==> config.mk <==
export PLATFORM = sky130hd
export DESIGN_NAME = uart_tx_feeder
export DESIGN_NICKNAME = d
export VERILOG_FILES = /design/src/rtl/uart_tx_feeder_pkg.sv /design/src/rtl/uart_tx_feeder_sync_fifo.sv /design/src/rtl/uart_tx_feeder.sv
export SDC_FILE = /design/constraint.sdc
export NUM_CORES = 1
export LEC_CHECK = 0
export BUFFER_PORTS_ARGS = -buffer_cell sky130_fd_sc_hd__buf_4
export CAP_MARGIN = 20
export CORE_ASPECT_RATIO = 1.75
export CORE_MARGIN = 2
export CORE_UTILIZATION = 60
export DETAILED_ROUTE_END_ITERATION = 12
export GPL_TIMING_DRIVEN = 0
export PLACE_DENSITY = 0.82
export SYNTH_ARGS = -nofsm -noshare
export SYNTH_HDL_FRONTEND = slang
export SYNTH_SLANG_ARGS = --single-unit
export TNS_END_PERCENT = 100
==> constraint.sdc <==
create_clock -name br_clk_16 -period 5.8 [get_ports br_clk_16]
set_input_delay 0.29 -clock br_clk_16 [delete_from_list [all_inputs] [get_ports br_clk_16]]
set_output_delay 0.29 -clock br_clk_16 [all_outputs]
set_load 0.005 [all_outputs]
==> src/rtl/uart_tx_feeder_pkg.sv <==
// uart_tx_feeder_pkg: FSM encodings and frame constants shared by the UART transmit path
package uart_tx_feeder_pkg;

    typedef enum logic [2:0] {
        IDLE   = 3'd0,
        LAUNCH = 3'd1,
        ARM    = 3'd2,
        BUSY   = 3'd3,
        GAP    = 3'd4
    } tx_state_t;

    localparam int STOP_TICKS_DEF = 16;
    localparam int TICKS_PER_BIT  = 16;
    localparam int FRAME_BITS     = 10;
    localparam int FRAME_TICKS    = FRAME_BITS * TICKS_PER_BIT;

endpackage

==> src/rtl/uart_tx_feeder_sync_fifo.sv <==
// sync_fifo: single-clock byte FIFO with level tracking and drop-on-full, shared by TX and RX paths
module sync_fifo #(
    parameter int DEPTH  = 16,
    parameter int ADDR_W = 4,
    parameter int WIDTH  = 8
) (
    input  logic              br_clk_16,
    input  logic              reset,
    input  logic              wr_en,
    input  logic [WIDTH-1:0]  wr_data,
    input  logic              rd_en,
    output logic [WIDTH-1:0]  rd_data,
    output logic              full,
    output logic              empty,
    output logic [ADDR_W:0]   level,
    output logic              drop
);

    logic [WIDTH-1:0]  mem [DEPTH];
    logic [ADDR_W-1:0] wr_ptr;
    logic [ADDR_W-1:0] rd_ptr;
    logic              wr_ok;
    logic              rd_ok;

    assign full    = level == (ADDR_W+1)'(DEPTH);
    assign empty   = level == '0;
    assign drop    = wr_en && full;
    assign wr_ok   = wr_en && !full;
    assign rd_ok   = rd_en && !empty;
    assign rd_data = mem[rd_ptr];

    // storage is deliberately left unreset; only accepted writes land
    always_ff @(posedge br_clk_16) begin
        if (wr_ok) mem[wr_ptr] <= wr_data;
    end

    // pointers wrap naturally because DEPTH is a power of two
    always_ff @(posedge br_clk_16 or negedge reset) begin
        if (!reset) begin
            wr_ptr <= '0;
            rd_ptr <= '0;
            level  <= '0;
        end else begin
            if (wr_ok) wr_ptr <= wr_ptr + ADDR_W'(1);
            if (rd_ok) rd_ptr <= rd_ptr + ADDR_W'(1);
            level <= level + (ADDR_W+1)'(wr_ok) - (ADDR_W+1)'(rd_ok);
        end
    end

endmodule

==> src/rtl/uart_tx_feeder.sv <==
// uart_tx_feeder: buffers CPU bytes and launches them into the UART sender with a stop-bit gap
module uart_tx_feeder
    import uart_tx_feeder_pkg::*;
#(
    parameter int DEPTH      = 16,
    parameter int ADDR_W     = 4,
    parameter int STOP_TICKS = STOP_TICKS_DEF
) (
    input  logic            br_clk_16,
    input  logic            reset,
    input  logic            wr_en,
    input  logic [7:0]      wr_data,
    input  logic            ovf_clr,
    input  logic            TX_STATUS,
    output logic [7:0]      TX_DATA,
    output logic            TX_EN,
    output logic            full,
    output logic            empty,
    output logic [ADDR_W:0] level,
    output logic            overflow
);

    localparam int GAP_W = $clog2(STOP_TICKS + 1);

    tx_state_t        state;
    tx_state_t        state_n;
    logic [GAP_W-1:0] gap_cnt;
    logic [GAP_W-1:0] gap_n;
    logic [7:0]       tx_data_n;
    logic [7:0]       rd_data;
    logic             tx_en_n;
    logic             pop;
    logic             drop;

    sync_fifo #(
        .DEPTH  (DEPTH),
        .ADDR_W (ADDR_W),
        .WIDTH  (8)
    ) u_fifo (
        .br_clk_16 (br_clk_16),
        .reset     (reset),
        .wr_en     (wr_en),
        .wr_data   (wr_data),
        .rd_en     (pop),
        .rd_data   (rd_data),
        .full      (full),
        .empty     (empty),
        .level     (level),
        .drop      (drop)
    );

    // launch sequencing: TX_EN is only ever produced on the IDLE->LAUNCH edge, so it cannot repeat
    always_comb begin
        state_n   = state;
        gap_n     = gap_cnt;
        tx_data_n = TX_DATA;
        tx_en_n   = 1'b0;
        pop       = 1'b0;
        case (state)
            IDLE: begin
                if (!empty && TX_STATUS) begin
                    state_n   = LAUNCH;
                    tx_en_n   = 1'b1;
                    tx_data_n = rd_data;
                end
            end
            LAUNCH: begin
                state_n = ARM;
                pop     = 1'b1;
            end
            ARM: state_n = BUSY;
            BUSY: begin
                if (TX_STATUS) begin
                    state_n = GAP;
                    gap_n   = '0;
                end
            end
            GAP: begin
                gap_n = gap_cnt + GAP_W'(1);
                if (gap_cnt == GAP_W'(STOP_TICKS - 1)) state_n = IDLE;
            end
            default: state_n = IDLE;
        endcase
    end

    // state, gap counter and the registered sender interface
    always_ff @(posedge br_clk_16 or negedge reset) begin
        if (!reset) begin
            state   <= IDLE;
            gap_cnt <= '0;
            TX_EN   <= 1'b0;
            TX_DATA <= '0;
        end else begin
            state   <= state_n;
            gap_cnt <= gap_n;
            TX_EN   <= tx_en_n;
            TX_DATA <= tx_data_n;
        end
    end

    // sticky overflow; a drop in the same cycle as a clear keeps the flag set
    always_ff @(posedge br_clk_16 or negedge reset) begin
        if (!reset) overflow <= 1'b0;
        else if (drop) overflow <= 1'b1;
        else if (ovf_clr) overflow <= 1'b0;
    end

endmodule
# Yosys cells after proc, flatten, opt, wreduce, memory -nomap -nowiden
# Memories as Yosys holds them, arrays and structs flattened. A register that Yosys moved wholly into a read port is not among the register bits.
# Index checks and enable logic that the tools add are counted.
[classes] eq_ne=9 n_addsub=5 n_mux=13 reduce_logical=14
[ops] cell="$pmux W3 S5" count=1
[ops] cell="$pmux W5 S2" count=1
[ops] cell="$mux W3" count=3
[ops] cell="$add A4 B1 Y4 const B" count=2
[ops] cell="$mux W1" count=7
[ops] cell="$eq A3 B2 Y1 const B" count=2
[ops] cell="$ne A2 B2 Y1 const B" count=3
[ops] cell="$add A5 B1 Y5" count=1
[ops] cell="$add A5 B1 Y5 const B" count=1
[ops] cell="$eq A5 B4 Y1 const B" count=1
[ops] cell="$eq A5 B5 Y1 const B" count=1
[ops] cell="$logic_not A5 Y1" count=1
[ops] cell="$mux W5" count=1
[ops] cell="$sub A5 B1 Y5" count=1
[ops] cell="$logic_and A1 B1 Y1" count=4
[ops] cell="$reduce_and A2 Y1" count=2
[ops] cell="$reduce_bool A2 Y1" count=2
[ops] cell="$eq A3 B1 Y1 const B" count=1
[ops] cell="$eq A3 B3 Y1 const B" count=1
[ops] cell="$logic_not A1 Y1" count=3
[ops] cell="$logic_not A3 Y1" count=1
[ops] cell="$reduce_and A3 Y1" count=1
[totals] output_inout_bits=17 word_cells=49 inputBits=13 mem_bits_rw=128 ff_bits=23 mem_count=1
[memory_table] name="u_fifo.mem" depth=16 width=8 read_ports=1 rd_ports_with_merged_regs=1 write_ports=1 line="uart_tx_feeder_sync_fifo.sv:19" rtl="logic [WIDTH-1:0] mem [DEPTH];"

# Logic depth before layout (Yosys ltp)
# Gate-level depths: netlist (run 1).
[depth] word_depth=5 ltp_mapped=14

# Cells and area by module
# From an unflattened synthesis (run 1), not the netlist that was laid out.
[hier_totals] cells_unflattened=384 hier_area_um2=6702.7
[by_module_without_submodules] mod="sync_fifo" n_inst=1 cells_per_inst=320 area_per_inst_um2=5884.4
[by_module_without_submodules] mod="uart_tx_feeder" n_inst=1 cells_per_inst=64 area_per_inst_um2=818.3

# Worst setup path before layout (run 1)
# Ideal clock, no wire load.
[synth_path] path_type="flip-flop to flip-flop" start="reg u_fifo.level[3]" end="reg u_fifo.level[4]" arrival_time_ns=2.644 n_path_buf=1 slack_ns=3.076 required_time_ns=5.720 stages_incl_launch_ff=15 cell_sequence="dfrtp_1 > inv_1 > ha_1 > or4b_4 > and3_4 > buf_6 > ha_1 > inv_1 > ha_1 > inv_1 > fa_1 > inv_1 > a21oi_1 > o21bai_1 > xnor2_1"
[synth_between] elab_cells_between_ends=8 classes_between="add/sub (2); eq/ne (1); reduce/logical (5)"
[synth_rtl] element="start: declaration" line="uart_tx_feeder_sync_fifo.sv:15" rtl="output logic [ADDR_W:0] level,"
[synth_rtl] element="start signal: assignment" line="uart_tx_feeder_sync_fifo.sv:46" rtl="level <= level + (ADDR_W+1)'(wr_ok) - (ADDR_W+1)'(rd_ok);"
[synth_rtl] element="$logic_not A5 Y1" line="uart_tx_feeder_sync_fifo.sv:26" rtl="assign empty = level == '0;"
[synth_rtl] element="$logic_not A1 Y1" line="uart_tx_feeder_sync_fifo.sv:29" rtl="assign rd_ok = rd_en && !empty;"
[synth_rtl] element="$logic_and A1 B1 Y1" line="uart_tx_feeder_sync_fifo.sv:29"
[synth_rtl] element="via u_fifo.rd_ok" line="uart_tx_feeder_sync_fifo.sv:23" rtl="logic rd_ok;"
[synth_rtl] element="$sub A5 B1 Y5" line="uart_tx_feeder_sync_fifo.sv:46"
# The timed path passes the listed nets, and every way through them passes these cells.
# A chain may end at the register's enable or synchronous reset.

# Worst setup path in the final report (run 1)
[layout_path] start="reg u_fifo.level[2]" end="reg u_fifo.level[4]"
# Same word-level chain as after synthesis.

==> results of run 1 <==
==> metal layers <==
metal  global-route usage, %  wire length [um]
met2                    45.6              7780
met5                       0                 0
met3                    6.08               533
met4                    9.82               415
met1                    26.3              4580
==> critical path, delay by kind of cell (launching register included) <==
| kind | cells | cell delay, ns |
|---|---|---|
| AOI/OAI and AO/OA | 2 | 0.22 |
| buffers and inverters | 5 | 0.42 |
| and+or+nand+nor | 2 | 0.70 |
| adders and majority gates | 4 | 1.02 |
| DFF | 1 | 0.41 |
| xor gates and xnor gates | 1 | 0.14 |
==> logic make-up after synthesis <==
group                      after synthesis  share of synthesized area, %
AOI/OAI and AO/OA                       44                          4.40
xor gates and xnor gates                10                          1.36
adders and majority gates               14                          2.83
buffers and inverters                   37                          2.79
DFF                                    159                          71.6
muxes                                   41                          12.6
and+or+nand+nor                         48                          4.38
==> flip-flops by register name, summed over array words and instances, names as in the netlist <==
signal / cells
u_fifo.mem: 128
gap_cnt: 5
TX_EN: 1
overflow: 1
u_fifo.level: 5
u_fifo.rd_ptr: 4
u_fifo.wr_ptr: 4
TX_DATA: 8
state: 3
==> power groups by stage <==
| stage | clock, uW | combinational, uW | sequential [uW] |
|---|---|---|---|
| 2_1_floorplan | 0 | 809 | 1520 |
| 3_3_place_gp | 0 | 1110 | 1530 |
| 3_5_place_dp | 0 | 1170 | 1550 |
| 4_1_cts | 1060 | 1190 | 1530 |
| 5_1_grt | 1100 | 1270 | 1540 |
| 6_report | 1050 | 1170 | 1530 |
==> worst max-delay path by stage <==
stage                                from          endpoint  slack, ns  depth (start not counted)
after global placement    u_fifo.level[2]  u_fifo.mem[5][5]       2.93                          7
after detailed placement  u_fifo.level[2]   u_fifo.level[4]       2.80                         14
final                     u_fifo.level[2]   u_fifo.level[4]       2.80                         14
after global routing      u_fifo.level[2]   u_fifo.level[4]       2.66                         14
after floorplan           u_fifo.level[3]   u_fifo.level[4]       3.08                         14
after CTS                 u_fifo.level[2]   u_fifo.level[4]       2.77                         14
==> Yosys cell counts, types with 2 or more instances <==
| master | number |
|---|---|
| clkbuf_1 | 4 |
| o22ai_1 | 10 |
| a21oi_1 | 11 |
| edfxtp_1 | 128 |
| dfrtp_1 | 31 |
| nand3_1 | 3 |
| buf_6 | 4 |
| ha_1 | 13 |
| xnor2_1 | 6 |
| mux4_2 | 32 |
| buf_1 | 2 |
| a211oi_1 | 9 |
| and2_1 | 8 |
| mux2i_1 | 8 |
| a21o_1 | 9 |
| inv_1 | 19 |
| xor2_1 | 4 |
| buf_2 | 6 |
| o21ai_0 | 3 |
| nor3_1 | 7 |
| nand2_1 | 7 |
| nor2_1 | 10 |
==> cells in the final DEF (no fill, tap or decap), types with 3 or more instances in the layout <==
cell / synthesis / layout
a21o_1: 9 / 9
and2_1: 8 / 8
a21oi_1: 11 / 11
nand3_1: 3 / 3
clkbuf_16: 0 / 17
buf_6: 4 / 4
mux2i_1: 8 / 8
buf_2: 6 / 7
dfrtp_1: 31 / 31
edfxtp_1: 128 / 128
nor3_1: 7 / 6
clkinv_2: 0 / 3
a211oi_1: 9 / 9
ha_1: 13 / 13
mux4_2: 32 / 32
inv_6: 0 / 5
o21ai_0: 3 / 3
clkbuf_1: 4 / 4
buf_4: 1 / 32
nor2_1: 10 / 10
xnor2_1: 6 / 6
xor2_1: 4 / 4
clkinv_4: 0 / 4
nand2_1: 7 / 7
inv_1: 19 / 19
o22ai_1: 10 / 10
==> through the flow <==
step	hold slack (ns)	setup slack [ns]	instances	area (um2)
detailed placement	0.246	2.80	515	6860
global route	0.0758	2.66	548	7430
finish	0.0680	2.80	548	7430
global placement	0.245	2.93	512	6830
CTS	0.0699	2.77	548	7430
floorplan	-0.00559	3.08	353	6450
==> cell type report <==
cell class	count	area, um2	area share [%]
Clock buffer	17	425	5.73
Tap cell	130	163	2.19
Multi-Input combinational cell	157	1660	22.3
Inverter	20	75.1	1.01
Clock inverter	15	135	1.82
Buffer	17	105	1.41
Timing Repair Buffer	33	248	3.34
Sequential cell	159	4620	62.2
==> reports/qor.txt, run 1 <==
Outcome - finished, final reports clean
Die Y-Extent - 141 um
Via Count - 3340
Net switching power - 1180 uW
Clk buf depth - 2
YS warnings - 0
Setup_tns - 0 ns
Clk_lat worst skew - 0.42 ns
RSZ-0062 raised after global routing - false
Post-synth EDFFs - 128
Worst Path Required - 6.14 ns
Fin crit share - 51.8%
Slowest cell delay on critical path - 0.50 ns
Post-CTS setup buffers - 0
Crit start category - register
Num CTS Buffers - 17
Total Nets Final - 432
Worst Hold Depth - 2
Reg2reg start - u_fifo.level[2]
DR iter-0 viols - 157
Drt first pass iters - 5
Clock sinks - 159
#FFs+latches synth - 159
Mapped Avg Cell Area - 18.3 um2
Cell Int Power - 2570 uW
Register clock-pin slew on the reported worst setup and hold paths - 0.06 ns
Synth Flop Type - edfxtp_1
Antenna fix cells - 0
Hold WC Path Type - in -> reg
Syn_nets - 380
Post-synth top area share - 59.6%
# port buffers - 29
Clock Skew - 0.0101 ns
Remaining DRCs - 0
Initial antenna violation count - 0
Endpoints failing setup - 0
Peak supply drop - 0.000291 V
Cell taking the most area after synthesis - edfxtp_1
Design Power - 3750 uW
CP arrival - 3.35 ns
Die width - 82.4 um
Ports - 30
Power share of the clock group - 28.0%
First-pass GRT wire length - 19800 um
Top cells by area, synth - edfxtp_1 (60%), dfrtp_1 (12%), mux4_2 (11%)
Vias in the first global route - 3504
Worst hold path endpoint - overflow
Die Area - 11600 um2
Final Critical Period - 3.00 ns
R2R Setup Slk - 2.80 ns
Share of cells above drive strength 1 - 27.3%
Setup crit end kind - register
Async SR Flop Fraction - 19.5%
Vias per cell - 6.09
FMAX - 333 MHz
Fillers - 657
Gate Count Post-Synth - 353
Congestion Overflow GR - 0
Post-cts hold buffer count - 1
Crit path max-delay cell type - or4b_4
Initial core utilization - 61.0%
Wire per inst - 24.3 um
GPL Wtd Cong - 0.824
Endpoint of the lowest-slack register-to-register path - u_fifo.level[4]
Core Util, Final - 70.3%
H-tree depth - 4
Cell variety after synth - 41
CTS tree - yes
Worst R2R Path Depth - 14
Combinational share of power - 31.2%
Largest net degree at the start of global routing - 32
Register share of total power - 40.8%
Hold path startpoint - ovf_clr
CP Max Fanout - 5
CP cell instances - inv_1, ha_1, or4b_4, and3_4, buf_6, ha_1, inv_1, ha_1, inv_1, fa_1, inv_1, a21oi_1, o21bai_1, xnor2_1
Worst-Margin Slew - 0.824 ns
Crit path kind - reg -> reg
Core ar. - 10600 um2
Sequential share of the synthesized area - 71.6%
Number of max-cap violations - 0
Total Routed Length - 13300 um
Post_cts resized - 0
Synthesized area - 6450 um2
Leak - 0.00274 uW
GRT Resource Usage Total - 24.9%
Fin. Hold Viols - 0
PD cells - 505 nW/um2
DRT antenna net count - 0
HPWL after DPL - 8870 um
Most frequent CP cell - inv_1
Area grow syn2layout - 15.1%
Sw Share - 31.4%
Final Max Slew Viols - 0
FP Rows - 50
Clk root buf - clkbuf_16
Max-slew headroom at the worst pin - 44.8%
No activity file was read; power rests on OpenSTA's default activity.
==> run 2, diff against run 1 <==
==> constraint.sdc (replaced) <==
create_clock -name br_clk_16 -period 2.79 [get_ports br_clk_16]
set_input_delay 0.1395 -clock br_clk_16 [delete_from_list [all_inputs] [get_ports br_clk_16]]
set_output_delay 0.1395 -clock br_clk_16 [all_outputs]
set_load 0.005 [all_outputs]
==> reports/qor.txt, run 2 (synthesis gave the netlist of run 1 again) <==
Outcome - finished, final reports clean
Area grow syn2layout - 17.0%
HPWL after DPL - 8870 um (unchanged)
CP Max Fanout - 5 (unchanged)
Die Y-Extent - 141 um (unchanged)
Setup_tns - 0 ns (unchanged)
FMAX - 370 MHz (+11%)
First-pass GRT wire length - 20000 um (+1.1%)
Vias in the first global route - 3594 (+2.6%)
Final WS setup - 0.0874 ns (-2.71 ns)
Most flops, register - u_fifo.mem
Core ar. - 10600 um2 (unchanged)
Num CTS Buffers - 17 (unchanged)
Leak - 0.00278 uW (+1.6%)
Wire per inst - 24.5 um (+1.1%)
Final Max Slew Viols - 0 (unchanged)
GRT Resource Usage Total - 25.1% (+0.24 points)
Fillers - 642 (-2.3%)
Share of cells above drive strength 1 - 30.4% (+3.1 points)
Fin crit share - 96.9% (+45 points)
Final Critical Period - 2.70 ns (-0.300 ns)
Core Util, Final - 71.4% (+1.2 points)
Clk buf depth - 2 (unchanged)
Endpoint of the lowest-slack register-to-register path - u_fifo.level[4]
Hold path startpoint - wr_data[6]
Ports - 30 (unchanged)
DR iter-0 viols - 164 (+4.5%)
# port buffers - 29 (unchanged)
Largest registers - u_fifo.mem: 128 flops, TX_DATA: 8 flops
H-tree depth - 4 (unchanged)
Total Routed Length - 13700 um (+2.9%)
CP arrival - 3.05 ns (-0.30 ns)
Clock sinks - 159 (unchanged)
R2R Setup Slk - 0.09 ns (-2.71 ns)
Antenna fix cells - 0 (unchanged)
Peak supply drop - 0.000611 V (+110%)
Clk_lat worst skew - 0.42 ns (about the same)
Worst Path Required - 3.13 ns (-3.01 ns)
Finished Layout Cells - 558 (+1.8%)
Total Nets Final - 442 (+2.3%)
Congestion Overflow GR - 0 (unchanged)
Initial core utilization - 61.0% (unchanged)
Clk root buf - clkbuf_16
Clock Skew - 0.00695 ns (-0.00312 ns)
Worst hold path endpoint - u_fifo.mem[5][6]
Largest net degree at the start of global routing - 32 (unchanged)
RSZ-0062 raised after global routing - false
Placed Cells - 515 (unchanged)
DRT antenna net count - 0 (unchanged)
PD cells - 1060 nW/um2 (+110%)
Crit start category - register
Die Area - 11600 um2 (unchanged)
Die width - 82.4 um (unchanged)
Worst R2R Path Depth - 14 (unchanged)
CTS tree - yes
Pre-CTS setup slack - -0.210 ns (-3.01 ns)
Setup crit end kind - register
Design Area, Final - 7550 um2 (+1.7%)
Vias per cell - 6.04 (-0.88%)
Drt first pass iters - 4 (-1)
Initial antenna violation count - 0 (unchanged)
Register clock-pin slew on the reported worst setup and hold paths - 0.06 ns (about the same)
GPL Wtd Cong - 0.824 (unchanged)
Max-slew headroom at the worst pin - 43.9% (-0.86 points)
Fin. Hold Viols - 0 (unchanged)
Reg2reg start - u_fifo.level[2]
Max reg flops - 128 (unchanged)
Post-placement cell area - 6860 um2 (unchanged)
Number of max-cap violations - 0 (unchanged)
Most common cell after layout, fill and taps aside - edfxtp_1
Endpoints failing setup - 0 (unchanged)
Remaining DRCs - 0 (unchanged)
Commonest cells after routing, fill and taps aside - edfxtp_1 (128), buf_4 (39), mux4_2 (32)
Crit path kind - reg -> reg
Worst-Margin Slew - 0.837 ns (+0.0128 ns)
Hold WC Path Type - in -> reg
Via Count - 3371 (+0.93%)
Worst Hold Depth - 1 (-1)
FP Rows - 50 (unchanged)
## run 2: how the worst max path moves through the flow
stage	startpoint	to	slack [ns]	cells past startpoint
6_report	u_fifo.level[2]	u_fifo.level[4]	0.09	14
5_1_grt	u_fifo.level[2]	u_fifo.level[4]	0.01	14
4_1_cts	u_fifo.level[2]	u_fifo.level[4]	0.006	14
3_5_place_dp	u_fifo.level[2]	u_fifo.level[4]	-0.21	14
3_3_place_gp	u_fifo.level[2]	u_fifo.mem[5][5]	-0.08	7
2_1_floorplan	u_fifo.level[3]	u_fifo.level[4]	0.07	14
## run 2: area by class of cell
cell class	count	area (um2)	share of cell area, %
buffer	17	105	1.39
clock buffer	17	425	5.63
clock inverter	15	135	1.79
inverter	20	75.1	0.994
multi-input combinational	157	1700	22.5
sequential	159	4620	61.2
tap	130	163	2.15
timing repair buffer	43	330	4.37
## run 2: worst max-delay path, cell delays in order (launching register included)
cell	delay, ns
dfrtp_1	0.41
inv_2	0.09
ha_4	0.13
or4b_4	0.46
and3_4	0.19
buf_6	0.13
ha_4	0.21
inv_2	0.07
ha_4	0.13
inv_2	0.04
fa_2	0.36
inv_2	0.05
a21oi_1	0.06
o21bai_1	0.18
xnor2_1	0.14
## run 2: timing repair
item / 4_1_cts / 5_1_grt
hold buffers: 4 / 0
gates resized for setup: 8 / 3
pin swaps: 3 / 3
setup endpoints to repair: 1 / 1
hold endpoints to repair: 33 / 0
setup buffers: 5 / 2
## run 2: per-stage QoR
stage | hold WS [ns] | total power, uW
6_report | 0.0299 | 7980
5_1_grt | 0.0486 | 8350
4_1_cts | 0.0260 | 7950
3_5_place_dp | 0.0951 | 5650
3_3_place_gp | 0.0945 | 5500
2_1_floorplan | -0.156 | 4850
## run 2: report_power, final
part / internal, uW / switching (uW) / total, uW
Sequential: 2960 / 223 / 3180
Clock: 1240 / 948 / 2190
Combinational: 1260 / 1350 / 2610
Total: 5460 / 2530 / 7980
## run 2: metal layers
| metal | share of wire [%] | global-route usage [%] |
|---|---|---|
| met1 | 34 | 26.6 |
| met3 | 4.3 | 6.08 |
| met5 | 0 | 0 |
| met4 | 3.6 | 10.7 |
| met2 | 58 | 45.7 |
